--- src/rtl/i2c_multi_read_seq_if.sv ---
// Transaction port and result stream of the multi-channel I2C read sequencer.
// The master side is the sequencer; the slave side is the I2C engine plus the result consumer.
interface i2c_multi_read_seq_if #(
    parameter int CH_W = 1
);
    logic            txn_start;
    logic [6:0]      txn_addr;
    logic            txn_domain;
    logic            txn_done;
    logic            txn_nack;
    logic [7:0]      txn_rd_data;
    logic            out_valid;
    logic            out_ready;
    logic [7:0]      out_data;
    logic [CH_W-1:0] out_chan;
    logic [1:0]      out_err;

    modport master (
        output txn_start, txn_addr, txn_domain,
        input  txn_done, txn_nack, txn_rd_data,
        output out_valid, out_data, out_chan, out_err,
        input  out_ready
    );

    modport slave (
        input  txn_start, txn_addr, txn_domain,
        output txn_done, txn_nack, txn_rd_data,
        input  out_valid, out_data, out_chan, out_err,
        output out_ready
    );
endinterface

--- src/rtl/i2c_multi_read_seq.sv ---
// Reads one byte from each enabled I2C slave channel in ascending order, with
// bounded NACK retry, a per-transaction timeout and a valid/ready result stream.
//
// state | meaning
// IDLE  | waiting for start
// SCAN  | look at mask bit of current channel, skip if disabled
// ISSUE | one-cycle txn_start pulse
// WAIT  | waiting for txn_done or timeout
// EMIT  | result held on the output stream until accepted
// FIN   | one-cycle done pulse
module i2c_multi_read_seq #(
    parameter int NUM_CH    = 2,
    parameter int CH_W      = 1,
    parameter int MAX_RETRY = 2,
    parameter int TIMEOUT   = 4096,
    parameter int TO_W      = 12
) (
    input  logic                clk,
    input  logic                rst_n,
    input  logic                start,
    input  logic [NUM_CH-1:0]   chan_mask,
    input  logic [7*NUM_CH-1:0] addr_tbl,
    input  logic [NUM_CH-1:0]   dom_tbl,
    output logic                busy,
    output logic                done,
    i2c_multi_read_seq_if.master bus
);
    typedef enum logic [2:0] {IDLE, SCAN, ISSUE, WAIT, EMIT, FIN} state_t;

    localparam logic [CH_W-1:0] CH_LAST = CH_W'(NUM_CH - 1);
    localparam logic [TO_W-1:0] TO_LAST = TO_W'(TIMEOUT - 1);
    localparam logic [2:0]      RETRY_MAX = 3'(MAX_RETRY);

    state_t          state_q, state_d;
    logic [NUM_CH-1:0] mask_q, mask_d;
    logic [CH_W-1:0] ch_q, ch_d;
    logic [2:0]      retry_q, retry_d;
    logic [TO_W-1:0] to_q, to_d;
    logic [6:0]      addr_q, addr_d;
    logic            dom_q, dom_d;
    logic [7:0]      od_q, od_d;
    logic [1:0]      oe_q, oe_d;
    logic            busy_q, busy_d, done_q, done_d, txs_q, txs_d, ov_q, ov_d;
    logic [6:0]      addr_arr [NUM_CH];

    always_comb begin
        for (int i = 0; i < NUM_CH; i++) addr_arr[i] = addr_tbl[7*i +: 7];
    end

    always_comb begin
        state_d = state_q;
        mask_d  = mask_q;
        ch_d    = ch_q;
        retry_d = retry_q;
        to_d    = to_q;
        addr_d  = addr_q;
        dom_d   = dom_q;
        od_d    = od_q;
        oe_d    = oe_q;
        case (state_q)
            IDLE: if (start) begin
                mask_d  = chan_mask;
                ch_d    = '0;
                state_d = SCAN;
            end
            SCAN: if (mask_q[ch_q]) begin
                addr_d  = addr_arr[ch_q];
                dom_d   = dom_tbl[ch_q];
                retry_d = '0;
                to_d    = '0;
                state_d = ISSUE;
            end else if (ch_q == CH_LAST) begin
                state_d = FIN;
            end else begin
                ch_d = ch_q + CH_W'(1);
            end
            // The counter runs from the ISSUE cycle so the abort lands TIMEOUT cycles after it.
            ISSUE: begin
                to_d    = to_q + TO_W'(1);
                state_d = WAIT;
            end
            WAIT: if (bus.txn_done) begin
                if (!bus.txn_nack) begin
                    od_d    = bus.txn_rd_data;
                    oe_d    = 2'b00;
                    state_d = EMIT;
                end else if (retry_q < RETRY_MAX) begin
                    retry_d = retry_q + 3'd1;
                    to_d    = '0;
                    state_d = ISSUE;
                end else begin
                    od_d    = 8'h00;
                    oe_d    = 2'b01;
                    state_d = EMIT;
                end
            end else if (to_q == TO_LAST) begin
                od_d    = 8'h00;
                oe_d    = 2'b10;
                state_d = EMIT;
            end else begin
                to_d = to_q + TO_W'(1);
            end
            EMIT: if (bus.out_ready) begin
                if (ch_q == CH_LAST) begin
                    state_d = FIN;
                end else begin
                    ch_d    = ch_q + CH_W'(1);
                    state_d = SCAN;
                end
            end
            FIN:     state_d = IDLE;
            default: state_d = IDLE;
        endcase
        busy_d = (state_d != IDLE);
        done_d = (state_d == FIN);
        txs_d  = (state_d == ISSUE);
        ov_d   = (state_d == EMIT);
    end

    always_ff @(posedge clk or negedge rst_n) begin
        if (!rst_n) begin
            state_q <= IDLE;
            mask_q  <= '0;
            ch_q    <= '0;
            retry_q <= '0;
            to_q    <= '0;
            addr_q  <= '0;
            dom_q   <= 1'b0;
            od_q    <= '0;
            oe_q    <= '0;
            busy_q  <= 1'b0;
            done_q  <= 1'b0;
            txs_q   <= 1'b0;
            ov_q    <= 1'b0;
        end else begin
            state_q <= state_d;
            mask_q  <= mask_d;
            ch_q    <= ch_d;
            retry_q <= retry_d;
            to_q    <= to_d;
            addr_q  <= addr_d;
            dom_q   <= dom_d;
            od_q    <= od_d;
            oe_q    <= oe_d;
            busy_q  <= busy_d;
            done_q  <= done_d;
            txs_q   <= txs_d;
            ov_q    <= ov_d;
        end
    end

    assign busy           = busy_q;
    assign done           = done_q;
    assign bus.txn_start  = txs_q;
    assign bus.txn_addr   = addr_q;
    assign bus.txn_domain = dom_q;
    assign bus.out_valid  = ov_q;
    assign bus.out_data   = od_q;
    assign bus.out_chan   = ch_q;
    assign bus.out_err    = oe_q;
endmodule

--- src/flat_wrapper.sv ---
// flat-port wrapper written by rule: the top's interface ports become plain ports
module i2c_multi_read_seq_flat 
#(
    parameter int NUM_CH    = 2,
    parameter int CH_W      = 1,
    parameter int MAX_RETRY = 2,
    parameter int TIMEOUT   = 4096,
    parameter int TO_W      = 12
)
  (clk, rst_n, start, chan_mask, addr_tbl, dom_tbl, busy, done, bus_txn_start, bus_txn_addr, bus_txn_domain, bus_txn_done, bus_txn_nack, bus_txn_rd_data, bus_out_valid, bus_out_data, bus_out_chan, bus_out_err, bus_out_ready);
  i2c_multi_read_seq_if #(.CH_W(CH_W)) bus_i ();
  input  logic clk;
  input  logic rst_n;
  input  logic start;
  input  logic [NUM_CH-1:0] chan_mask;
  input  logic [7*NUM_CH-1:0] addr_tbl;
  input  logic [NUM_CH-1:0] dom_tbl;
  output logic busy;
  output logic done;
  output wire logic [$bits(bus_i.txn_start)-1:0] bus_txn_start;
  output wire logic [$bits(bus_i.txn_addr)-1:0] bus_txn_addr;
  output wire logic [$bits(bus_i.txn_domain)-1:0] bus_txn_domain;
  input wire logic [$bits(bus_i.txn_done)-1:0] bus_txn_done;
  input wire logic [$bits(bus_i.txn_nack)-1:0] bus_txn_nack;
  input wire logic [$bits(bus_i.txn_rd_data)-1:0] bus_txn_rd_data;
  output wire logic [$bits(bus_i.out_valid)-1:0] bus_out_valid;
  output wire logic [$bits(bus_i.out_data)-1:0] bus_out_data;
  output wire logic [$bits(bus_i.out_chan)-1:0] bus_out_chan;
  output wire logic [$bits(bus_i.out_err)-1:0] bus_out_err;
  input wire logic [$bits(bus_i.out_ready)-1:0] bus_out_ready;
  assign bus_txn_start = bus_i.txn_start;
  assign bus_txn_addr = bus_i.txn_addr;
  assign bus_txn_domain = bus_i.txn_domain;
  assign bus_i.txn_done = bus_txn_done;
  assign bus_i.txn_nack = bus_txn_nack;
  assign bus_i.txn_rd_data = bus_txn_rd_data;
  assign bus_out_valid = bus_i.out_valid;
  assign bus_out_data = bus_i.out_data;
  assign bus_out_chan = bus_i.out_chan;
  assign bus_out_err = bus_i.out_err;
  assign bus_i.out_ready = bus_out_ready;
  i2c_multi_read_seq #(.NUM_CH(NUM_CH), .CH_W(CH_W), .MAX_RETRY(MAX_RETRY), .TIMEOUT(TIMEOUT), .TO_W(TO_W)) u_core (.clk(clk), .rst_n(rst_n), .start(start), .chan_mask(chan_mask), .addr_tbl(addr_tbl), .dom_tbl(dom_tbl), .busy(busy), .done(done), .bus(bus_i));
endmodule
--- config.mk ---
export PLATFORM = sky130hd
export DESIGN_NAME = i2c_multi_read_seq_flat
export DESIGN_NICKNAME = d
export VERILOG_FILES = /design/src/rtl/i2c_multi_read_seq_if.sv /design/src/rtl/i2c_multi_read_seq.sv /design/src/flat_wrapper.sv
export SDC_FILE = /design/constraint.sdc
export NUM_CORES = 1
export LEC_CHECK = 0
export BUFFER_PORTS_ARGS = -buffer_cell sky130_fd_sc_hd__buf_4
export CAP_MARGIN = 15
export CORE_MARGIN = 3
export CORE_UTILIZATION = 56
export DETAILED_ROUTE_END_ITERATION = 8
export GPL_TIMING_DRIVEN = 0
export PLACE_DENSITY = 0.85
export RECOVER_POWER = 25
export SETUP_SLACK_MARGIN = 0.02
export SLEW_MARGIN = 20
export SYNTH_ARGS = -nofsm -noshare
export SYNTH_HDL_FRONTEND = slang
export SYNTH_SLANG_ARGS = --single-unit
--- constraint.sdc ---
create_clock -name clk -period 4.3 [get_ports clk]
set_input_delay 0.215 -clock clk [delete_from_list [all_inputs] [get_ports clk]]
set_output_delay 0.215 -clock clk [all_outputs]
set_load 0.01 [all_outputs]
Word level (Yosys, flattened, before mapping)

Cells that the tools add are included.

Reductions and logical operators: 12
Bitwise gates (word level): 1
Divide/modulo/power cells: 0
Order comparisons: 3
$add $sub $neg: 3
Mux-type cells: 41
Shift operators: 0
Eq/ne operators: 19
Multipliers: 0

Operators by type and width:

| kind                                                                  | count |
|---|---|
| 12-bit 2-to-1 mux                                                     | 5 |
| 3-bit 2-to-1 mux                                                      | 13 |
| 12-bit case mux with 3 select lines                                   | 1 |
| 8-bit 2-to-1 mux                                                      | 4 |
| 7-bit 2-to-1 mux                                                      | 3 |
| 3-bit case mux with 5 select lines                                    | 1 |
| 12-bit by 1-bit adder with 12-bit output, second input constant       | 1 |
| 12-bit equality test, second input constant                           | 1 |
| 2-bit != test, second input constant                                  | 5 |
| 5-bit AND reduction                                                   | 2 |
| 3-bit by 2-bit equality test with 1-bit output, second input constant | 3 |
| 3-bit equality test, second input constant                            | 3 |
| 3-bit != test, second input constant                                  | 3 |
| 3-bit nonzero test                                                    | 3 |
| 1-bit 2-to-1 mux                                                      | 8 |
| 2-bit 2-to-1 mux                                                      | 4 |
| 3-bit case mux with 2 select lines                                    | 1 |
| 2-bit by 1-bit != test with 1-bit output, second input constant       | 2 |
| 2-bit AND reduction                                                   | 2 |
| 4-bit AND reduction                                                   | 1 |
| 2-bit nonzero test                                                    | 2 |
| 3-bit by 1-bit adder with 3-bit output, second input constant         | 1 |
| 3-bit by 1-bit equality test with 1-bit output, second input constant | 1 |
| 3-bit logical NOT                                                     | 1 |
| other kinds (8)                                                       | 8 |

Input bits: 32
Register bits after elaboration: 43
RAM bits: 0
Bits in read-only memories: 0
Word-level logic and storage cells: 92
Latch bits: 0
Output and inout bits: 23
Memories kept: 0

Longest topological paths before layout

Gate-level depths: netlist of the first run.

Depth after elaboration: 6
Gate-level depth with buffers: 8
Depth with buffers taken out: 7

Worst setup path after synthesis of the first run

OpenSTA, ideal clock, no wires.

Kind: flip-flop to flip-flop
Start point: reg u_core.to_q[0]
End point: reg u_core.to_q[11]
Buffers on the path: 1
Required time: 4.226 ns
Stages on the path, launching flop included: 8
Library setup time: 0.074 ns
Clock period less this slack: 1.881 ns
Data arrival time: 1.807 ns
Setup slack: 2.419 ns
Path through: dfrtp_1 -> ha_1 -> nand4_1 -> o41a_1 -> nor3_4 -> buf_6 -> or4_1 -> a21oi_2

Cells in the longest elaborated chain, start to end: 4
Elaborated cells between the ends (all ways): 7
Those cells by class: 1 x add/sub; 2 x eq/ne; 3 x mux; 1 x reduce/logical

Ends and longest elaborated chain:

| what                                     | line                                                | text |
|---|---|---|
| start, declared                          | i2c_multi_read_seq.sv:38                            | `logic [TO_W-1:0] to_q, to_d;` |
| start signal, assigned                   | i2c_multi_read_seq.sv:140                           | `to_q <= to_d;` |
| 12-bit by 1-bit adder with 12-bit output | i2c_multi_read_seq.sv:79, i2c_multi_read_seq.sv:101 |  |
| 12-bit 2-to-1 mux                        | i2c_multi_read_seq.sv:96                            | `end else if (to_q == TO_LAST) begin` |
| 12-bit 2-to-1 mux                        | i2c_multi_read_seq.sv:82                            | `WAIT: if (bus.txn_done) begin` |
| 12-bit case mux with 3 select lines      | i2c_multi_read_seq.sv:60                            | `case (state_q)` |

Parallel ways exist; a longest one is shown, timed or not. The select of a mux whose other input is x is not followed.
A chain may end at the register's enable or synchronous reset.

==> results of run 1 <==
cells in the final DEF, fill, tap and decap left out, types with 3 or more instances in the layout:
| cell | synthesis | final |
|---|---|---|
| buf_4 | 1 | 54 |
| inv_1 | 8 | 8 |
| nand2_1 | 37 | 37 |
| clkbuf_1 | 6 | 7 |
| nand3_1 | 6 | 6 |
| clkbuf_8 | 0 | 6 |
| dfrtp_1 | 43 | 43 |
| nor3_1 | 6 | 6 |
| o21ai_1 | 16 | 16 |
| mux2i_1 | 9 | 9 |
| nor2b_1 | 5 | 5 |
| o21ai_0 | 8 | 8 |
| o31ai_1 | 8 | 8 |
| nor2_1 | 7 | 7 |
| or3_1 | 3 | 3 |
| or4_1 | 3 | 3 |
| a21oi_2 | 5 | 5 |
final cells by class:
class | count | area share (%)
buffer | 10 | 2.260
tap | 46 | 2.166
multi-input combinational | 148 | 34.89
timing repair buffer | 55 | 15.49
sequential | 43 | 40.49
clock buffer | 6 | 3.107
inverter | 10 | 1.412
clock inverter | 1 | 0.1883
stage by stage:
step           hold WS (ns)  std cells  power [W]  utilization [%]
5_1_grt              0.1344        319   0.001803            76.62
4_1_cts              0.1313        319   0.001688            76.73
2_1_floorplan      -0.08059        211   0.001133                -
3_5_place_dp         0.2361        311   0.001430            73.92
3_3_place_gp         0.2301        311   0.001406            73.92
6_report             0.1304        319   0.001674            76.62
state kept, by name, indices dropped and copies added, names as in the netlist:
signal	flops
u_core.bus.out_chan	1
u_core.bus.out_data	8
u_core.bus.out_err	2
u_core.bus.out_valid	1
u_core.bus.txn_addr	7
u_core.bus.txn_domain	1
u_core.bus.txn_start	1
u_core.busy	1
u_core.done	1
u_core.mask_q	2
u_core.retry_q	3
u_core.state_q	3
u_core.to_q	12
path summary, 6_finish.rpt:
| check | slack [ns] | end |
|---|---|---|
| setup / recovery | 1.95 | u_core.to_q[6] |
| hold / removal | 0.13 | u_core.mask_q[1] |
| setup reg to reg | 2.09 | u_core.retry_q[0] |
| hold reg to reg | 0.49 | u_core.bus.txn_addr[3] |
| max in group clk | 2.09 | u_core.retry_q[0] |
| min in group asynchronous | 1.11 | u_core.bus.txn_addr[1] |
worst register-to-register path, stage by stage (launching register included):
cell,delay (ns)
dfrtp_1,0.41
ha_1,0.21
nand4_1,0.15
nor4_1,0.33
nor3b_1,0.17
nor4_4,0.73
o21ai_2,0.09
synthesized netlist by cell type, drive strengths merged:
cell,instances
nand2b,2
nand2,37
nand4,3
nor4b,1
o31ai,8
a21o,2
nand3,6
clkbuf,6
mux2i,9
buf,4
ha,2
a22oi,1
nand4bb,1
inv,10
o22ai,2
dfrtp,43
o21a,1
mux2,1
a41oi,1
o21ai,26
or4,3
xnor2,2
nor2b,6
a32oi,1
nor3,7
o21bai,1
nor4,2
o41a,1
or3,3
and3,1
nor2,7
nor3b,2
a21oi,7
nand4b,1
and3b,1
cells by family (layout without fill, tap and decap cells):
family                     after synthesis  count (layout)  synth area share, %
AOI/OAI and AO/OA                       51              51                16.02
xor gates and xnor gates                 2               2               0.8340
adders and majority gates                2               2                1.191
buffers and inverters                   20              82                4.645
DFF                                     43              43                51.22
muxes                                   10              10                4.824
and+or+nand+nor                         83              83                21.26
per-layer routing:
metal  GRT usage, %  vias to the layer above  wire length, um
li1               -                      871                -
met4          6.582                        0               42
met3          6.822                        6              366
met5              0                        -                0
met1          25.98                      811             1910
met2          35.09                       52             2096
where the power goes:
group,switching [W],total [W],internal [W],leakage [nW]
Clock,0.000132,0.000258,0.000126,0.0470
Combinational,0.000427,0.000781,0.000353,0.641
Sequential,0.0000898,0.000636,0.000546,0.564
Total,0.000649,0.00167,0.00103,1.25
timing repair:
| item | in CTS | in global routing |
|---|---|---|
| resized for setup | 0 | 0 |
| hold buffers | 1 | 0 |
| hold endpoints to repair | 43 | 0 |
==> flow_summary.yaml, run 1 <==
run_status:
  outcome: "complete, but fails checks"
  violations: "max-capacitance violations, max-slew violations"
detailed_routing:
  antenna_left: 0
  drc: 0
  drt_iter0_markers: 84
  finalWirelength_um: 4416
  wire_per_inst_um: 13.84
  routed-via-count: 1740
  dr.pass1.iters: 4
  viasPerCell: 5.455
final_layout:
  num-fill-cells: 275
  fin_nets: 307
  multiInputGateArea_um2: 927.1
  drive_gt1_share_pct: 28.57
  stdcell_area_mm2: 0.002658
  antenna_cells: 0
  seq_area_mm2: 0.001076
  area_growth_pct: 26.50
floorplan:
  num_rows: 21
  die_area_mm2: 0.004523
  start_util_pct: 60.57
  die_x_um: 67.25
  core_area_mm2: 0.003468
  io_pins: 55
  dieHeight_um: 67.25
critical_path:
  crit_path_max_incr_delay_ns: 1.56
  start_kind: "primary input"
  crit_path_end_kind: "asynchronous set/reset pin"
  r2r_start: "u_core.to_q[0]"
  crit_buf_inv: 2
  cp_data_required_time_ns: 4.26
  crit_cells: 2
  critPathKind: "primary input to asynchronous set/reset pin"
  worstPathArrival_ns: 2.32
  cp_max_fo: 43
  rr_worst_depth: 6
  path_delay_family: "buffers and inverters"
  crit_start: "rst_n"
  crit_path_top_delay_cell: "clkbuf_1"
  crit_chain: "dlygate4sd3_1 > clkbuf_1"
place:
  placed_area_mm2: 0.002564
  port_buffers: 54
  gp_congestion: 0.8358
  dp_slack_ns: 2.063
  hpwlAfterDp_um: 3286
power_and_ir_drop:
  ir_drop_mv: 0.4708
  powerDensity_mw_per_mm2: 629.9
  total_leakage_power_nw: 1.253
synth:
  syn_area_per_cell_um2: 9.956
  syn-num-nets: 245
  yosysWarnings: 0
  ys_seq_elements: 43
  seq_area_frac_synth_pct: 51.22
  synthCells: 211
  synth.distinct_cells: 47
  yosysTopAreaCell: "dfrtp_1"
  synth_area_leaders: "dfrtp_1, nand2_1, mux2i_1"
  netlist_area_mm2: 0.002101
  synth_top_cell_area_share_pct: 51.22
timing:
  drv_slew: 44
  hold_violations: 0
  rsz0062_at_grt: "no"
  period_minus_slack_ns: 2.352
  fmax_ghz: 0.4251
  max_slew_margin_pct: -45.64
  setup_ws_ns: 1.948
  fin_setup_tns_ns: 0
  skew_ns: 0.003857
  tightest_slew_ns: 2.185
  fin_crit_sh_pct: 54.70
  finalSetupViolCount: 0
clocking:
  post_cts_buffers: 0
  clock_latency_ns: 0.29
  cts.path.max_buffers: 2
  clkSlewWorstSetupHoldPaths_ns: 0.08
  cts_tree: "done"
  clock-sinks: 43
  numCtsBuffers: 5
  clock-root-buffer: "clkbuf_8"
  htree_levels: 2
worst_hold_path:
  hold_path_class: "primary input to flop"
  hp-start: "chan_mask[1]"
  hold_depth: 3
global_route:
  grt_pass1_vias: 1628
  grt_antenna_before_repair: 0
  overflow: 0
  grt_pass1_wl_um: 7127
  grt_start_max_net_pins: 44
  track_usage_pct: 21.05
run:
  max_cap_violations: 1
No activity file was read; power rests on OpenSTA's default activity.
==> inputs of run 2 (changes only) <==
--- a/config.mk
+++ b/config.mk
@@ -8,10 +8,10 @@
 export BUFFER_PORTS_ARGS = -buffer_cell sky130_fd_sc_hd__buf_4
 export CAP_MARGIN = 15
 export CORE_MARGIN = 3
-export CORE_UTILIZATION = 56
+export CORE_UTILIZATION = 52
 export DETAILED_ROUTE_END_ITERATION = 8
 export GPL_TIMING_DRIVEN = 0
-export PLACE_DENSITY = 0.85
+export PLACE_DENSITY = 0.8
 export RECOVER_POWER = 25
 export SETUP_SLACK_MARGIN = 0.02
 export SLEW_MARGIN = 20
==> constraint.sdc (replaced) <==
create_clock -name clk -period 2.46 [get_ports clk]
set_input_delay 0.123 -clock clk [delete_from_list [all_inputs] [get_ports clk]]
set_output_delay 0.123 -clock clk [all_outputs]
set_load 0.01 [all_outputs]
==> run 2 against run 1 <==
  * The flow now finishes without violations
  * Cell count grew 0.94%
  * Routed wire length shrank 2.2%
  * Worst setup slack lost 1.6 ns
  * Die area grew 7.0%
  * Global-route usage shrank 2.4 points
  * Register-to-register slack lost 1.8 ns
  * Sequential share of layout area is essentially flat
  * Sequential power grew 75%
  * Critical endpoint is now u_core.retry_q[1]
  * Largest cell class unchanged
==> flow_summary.yaml, run 2 (synthesized netlist as in run 1, its figures left out) <==
run_status:
  outcome: "finished, final reports clean"
global_route:
  grt_pass1_wl_um: 7369
  grt_antenna_before_repair: 0
  grt_pass1_vias: 1622
  grt_start_max_net_pins: 44
  overflow: 0
  track_usage_pct: 18.62
final_layout:
  largest_reg_flops: 12
  fin_nets: 307
  num-fill-cells: 302
  antenna_cells: 0
  layout_commonest_cell: "buf_4"
  layoutNonFillerInstCount: 322
  area_growth_pct: 26.38
  regMostFlops: "u_core.to_q"
  final_cell_mix: "buf_4, dfrtp_1, nand2_1"
  drive_gt1_share_pct: 28.47
timing:
  hold_violations: 0
  fin_crit_sh_pct: 87.04
  max_slew_margin_pct: 33.22
  period_minus_slack_ns: 2.141
  finalSetupViolCount: 0
  rsz0062_at_grt: "no"
  drv_slew: 0
  fmax_ghz: 0.4670
  skew_ns: 0.003507
  fin_setup_tns_ns: 0
  tightest_slew_ns: 1.002
critical_path:
  crit_path_top_delay_cell: "nor4_4"
  critPathKind: "flop to flop"
  cp_max_fo: 9
  start_kind: "flop"
  crit_path_max_incr_delay_ns: 0.61
  crit_chain: "ha_1 > nand4_1 > nor4_1 > nor3b_1 > nor4_4 > o21ai_2"
  reg2reg_slack_ns: 0.32
  crit_path_end_kind: "flop"
  worstPathArrival_ns: 2.29
  cp_data_required_time_ns: 2.61
run:
  max_cap_violations: 0
power_and_ir_drop:
  total_leakage_power_nw: 1.251
  powerDensity_mw_per_mm2: 1089
  cellInternalPower_w: 0.001773
  p_sw_share_pct: 38.68
  p_seq_share_pct: 38.4
  power.total_w: 0.002891
  p_switching_w: 0.001118
  power_frac_comb_pct: 47.3
  p_clk_share_pct: 14.3
  ir_drop_mv: 0.8016
place:
  place_inst: 313
  port_buffers: 54
  gp_congestion: 0.8016
  hpwlAfterDp_um: 3309
floorplan:
  io_pins: 55
  die_x_um: 69.56
  dieHeight_um: 69.56
  die_area_mm2: 0.004839
  start_util_pct: 55.71
  num_rows: 22
  core_area_mm2: 0.003771
clocking:
  cts_tree: "done"
  clock-root-buffer: "clkbuf_8"
  cts.path.max_buffers: 2
  ctsResizeCount: 0
  htree_levels: 2
  clock-sinks: 43
  clkSlewWorstSetupHoldPaths_ns: 0.07
  clock_latency_ns: 0.29
  post_cts_buffers: 0
  numCtsBuffers: 5
detailed_routing:
  routed-via-count: 1706
  drc: 0
  dr.pass1.iters: 4
  highest_layer: "met4"
  wire_per_inst_um: 13.41
  antenna_left: 0
  viasPerCell: 5.298
  route.met3.wl_um: 264
  wl_met2_um: 2051
  wirelength_met1_um: 1960
  drt_iter0_markers: 61
  finalWirelength_um: 4317
worst_hold_path:
  hold_path_class: "primary input to flop"
-- run 2: power by group through the flow --
stage | clock, W | sequential (W) | combinational, W
6_report | 0.000414 | 0.00111 | 0.00137
5_1_grt | 0.000455 | 0.00114 | 0.00154
4_1_cts | 0.000424 | 0.00111 | 0.00139
3_5_place_dp | 0 | 0.00113 | 0.00139
3_3_place_gp | 0 | 0.00111 | 0.00135
2_1_floorplan | 0 | 0.00118 | 0.000797
-- run 2: path summary, 6_finish.rpt --
kind                                               end                    from  cells after the start
worst max-delay path                 u_core.retry_q[1]          u_core.to_q[0]                      6
worst min-delay path                  u_core.mask_q[1]            chan_mask[1]                      3
worst max register to register       u_core.retry_q[1]          u_core.to_q[0]                      6
worst min register to register  u_core.bus.out_data[4]  u_core.bus.out_data[4]                      2
max in group asynchronous               u_core.to_q[9]                   rst_n                      2
min in group asynchronous       u_core.bus.txn_addr[1]                   rst_n                      2
-- run 2: critical path, delay by kind of cell (launching register included) --
kind | cells | cell delay (ns)
AOI/OAI and AO/OA | 1 | 0.09
adders and majority gates | 1 | 0.21
DFF | 1 | 0.41
and+or+nand+nor | 4 | 1.28
-- run 2: timing repair --
action / in CTS / in global routing
endpoints found under the hold margin: 43 / 0
hold buffers: 1 / 0
endpoints found under the setup margin: 0 / 1
-- run 2: stage by stage --
stage	setup WS [ns]	area (um2)	hold slack [ns]	utilization (%)
finish	0.3188	2655	0.04668	70.40
CTS	0.2227	2658	0.04613	70.47
detailed placement	0.2429	2566	0.1314	68.05
global route	0.1336	2655	0.06514	70.40
global placement	0.2535	2566	0.1402	68.05
floorplan	0.5787	2101	-0.1726	-
-- run 2: routing by layer --
layer	vias up	track usage, %
li1	869	-
met1	790	24.79
met2	42	30.72
met3	5	4.928
met4	0	3.905
met5	-	0
-- run 2: final cells by class --
| cell class | count | area, um2 | area share, % |
|---|---|---|---|
| Clock buffer | 7 | 76.32 | 2.875 |
| Tap cell | 48 | 60.06 | 2.262 |
| Multi-Input combinational cell | 148 | 927.1 | 34.92 |
| Sequential cell | 43 | 1076 | 40.53 |
| Inverter | 10 | 37.54 | 1.414 |
| Buffer | 10 | 60.06 | 2.262 |
| Clock inverter | 1 | 5.005 | 0.1885 |
| Timing Repair Buffer | 55 | 412.9 | 15.55 |
==> inputs of run 3 (changes only) <==
--- a/config.mk
+++ b/config.mk
@@ -13,6 +13,7 @@
 export GPL_TIMING_DRIVEN = 0
 export PLACE_DENSITY = 0.8
 export RECOVER_POWER = 25
+export REMOVE_ABC_BUFFERS = 1
 export SETUP_SLACK_MARGIN = 0.02
 export SLEW_MARGIN = 20
 export SYNTH_ARGS = -nofsm -noshare
==> run 3 against run 2 <==
  * Register-to-register slack worse by 0.12 ns
  * Non-clock buffer count shrank 9
  * Combinational power decreased by 7%
  * Hold slack improved by 0.013 ns
  * Clock power is 4% higher
  * Count of clock-buffer cells in the layout down 1
  * Sequential cell count unchanged
  * Critical path type unchanged
  * Largest cell class unchanged
  * Largest power group unchanged
  * Highest routed layer unchanged
==> flow_summary.yaml, run 3 (synthesized netlist as in run 1, its figures left out) <==
place:
  gp_congestion: 0.7805
  placed_area_mm2: 0.002510
  port_buffers: 54
  hpwlAfterDp_um: 3066
critical_path:
  crit_path_max_incr_delay_ns: 0.71
  crit_chain: "mux2i_1 > nor3_2 > nor3_2 > or3_1 > a21oi_2"
  critPathKind: "flop to flop"
  crit_buf_inv: 0
  path_delay_family: "simple AND/OR/NAND/NOR gates"
  crit_path_end_kind: "flop"
  cp_max_fo: 12
  crit_path_top_delay_cell: "dfrtp_1"
  cp_common_cell: "nor3_2"
  cp_data_required_time_ns: 2.65
  crit_start: "u_core.bus.out_chan"
  worstPathArrival_ns: 2.45
  start_kind: "flop"
  r2r_start: "u_core.bus.out_chan"
power_and_ir_drop:
  cellInternalPower_w: 0.001744
  ir_drop_mv: 0.6252
  powerDensity_mw_per_mm2: 1088
  p_clk_share_pct: 14.9
  p_seq_share_pct: 40.3
  total_leakage_power_nw: 1.232
  p_sw_share_pct: 39.22
  p_switching_w: 0.001126
  power_frac_comb_pct: 44.8
final_layout:
  layout_commonest_cell: "buf_4"
  largest_reg_flops: 12
  antenna_cells: 0
  drive_gt1_share_pct: 30.08
  final_cell_mix: "buf_4, dfrtp_1, nand2_1"
  regMostFlops: "u_core.to_q"
  fin_nets: 299
  area_growth_pct: 25.55
  stdcell_area_mm2: 0.002638
global_route:
  overflow: 0
  grt_antenna_before_repair: 0
  grt_pass1_vias: 1579
  grt_pass1_wl_um: 7251
  grt_start_max_net_pins: 44
  track_usage_pct: 18.52
timing:
  fmax_ghz: 0.4416
  finalSetupViolCount: 0
  hold_violations: 0
  skew_ns: 0.004868
  drv_slew: 0
  max_slew_margin_pct: 32.22
  fin_crit_sh_pct: 92.06
  period_minus_slack_ns: 2.265
  fin_setup_tns_ns: 0
  tightest_slew_ns: 1.017
  rsz0062_at_grt: "no"
clocking:
  cts_tree: "done"
  numCtsBuffers: 5
  cts.path.max_buffers: 2
  clock_latency_ns: 0.29
  clock-sinks: 43
  clkSlewWorstSetupHoldPaths_ns: 0.08
  clock-root-buffer: "clkbuf_8"
  htree_levels: 2
floorplan:
  num_rows: 22
  die_area_mm2: 0.004839
  die_x_um: 69.56
  dieHeight_um: 69.56
  io_pins: 55
  start_util_pct: 55.71
  core_area_mm2: 0.003771
detailed_routing:
  dr.pass1.iters: 4
  wire_per_inst_um: 13.54
  routed-via-count: 1688
  drc: 0
  finalWirelength_um: 4253
  viasPerCell: 5.376
  drt_iter0_markers: 102
  antenna_left: 0
worst_hold_path:
  hp-start: "chan_mask[1]"
  hold_path_class: "primary input to flop"
run_status:
  outcome: "finished, final reports clean"
run:
  max_cap_violations: 0
[run 3: cell count changes in the layout (fill, tap and decap cells not counted), sizes merged]
cell,change
buf,-3
clkinvlp,+1
nor3,+1
clkbuf,-7
[run 3: power groups by stage]
stage | clock (W) | combinational (W) | sequential (W)
after detailed placement | 0 | 0.00121 | 0.00117
after global routing | 0.000471 | 0.00143 | 0.00120
after global placement | 0 | 0.00118 | 0.00116
after floorplan | 0 | 0.000655 | 0.00122
after CTS | 0.000444 | 0.00121 | 0.00116
final | 0.000429 | 0.00128 | 0.00116
[run 3: timing repair]
item | CTS | global route
hold buffers | 1 | 0
pin swaps | 1 | 2
endpoints found under the hold margin | 43 | 0
gates resized for setup | 0 | 1
buffers inserted | 0 | 1
cloned | 0 | 1
endpoints found under the setup margin | 9 | 10
[run 3: final timing paths]
check                                               to  slack, ns  cells after the start
worst min register to register  u_core.bus.txn_addr[2]       0.49                      2
worst max-delay path                    u_core.to_q[8]       0.20                      5
min in group asynchronous       u_core.bus.txn_addr[0]       0.53                      2
max in group asynchronous        u_core.bus.txn_domain       1.30                      2
worst max register to register          u_core.to_q[8]       0.20                      5
worst min-delay path                  u_core.mask_q[1]       0.06                      3
[run 3: layout make-up]
class / count / area [um2]
fill: 309 / 1134
sequential: 43 / 1076
multi-input combinational: 149 / 945.9
timing repair buffer: 56 / 432.9
clock buffer: 6 / 72.57
tap: 48 / 60.06
inverter: 10 / 37.54
clock inverter: 2 / 12.51
[run 3: stage by stage]
stage / util (%) / hold slack [ns] / setup WS (ns) / std cells / power [W]
after floorplan: - / -0.1726 / 0.2956 / 201 / 0.001877
after global placement: 66.46 / 0.1400 / -0.002457 / 303 / 0.002343
after detailed placement: 66.56 / 0.1390 / -0.02629 / 303 / 0.002380
after CTS: 69.08 / 0.04817 / 0.09908 / 312 / 0.002808
after global routing: 69.94 / 0.05762 / 0.05110 / 314 / 0.003099
final: 69.94 / 0.05943 / 0.1954 / 314 / 0.002870
[run 3: worst reg2reg max path: stages (launching register included)]
cell and delay [ns]:
dfrtp_1 0.71, mux2i_1 0.40, nor3_2 0.13, nor3_2 0.64, or3_1 0.23, a21oi_2 0.06
[run 3: metal layers]
metal	share of wire [%]	track usage, %	routed length (um)
met1	46	23.60	1945
met2	47	29.56	2000
met3	5.8	6.522	248
met4	1.4	5.857	59
met5	0	0	0
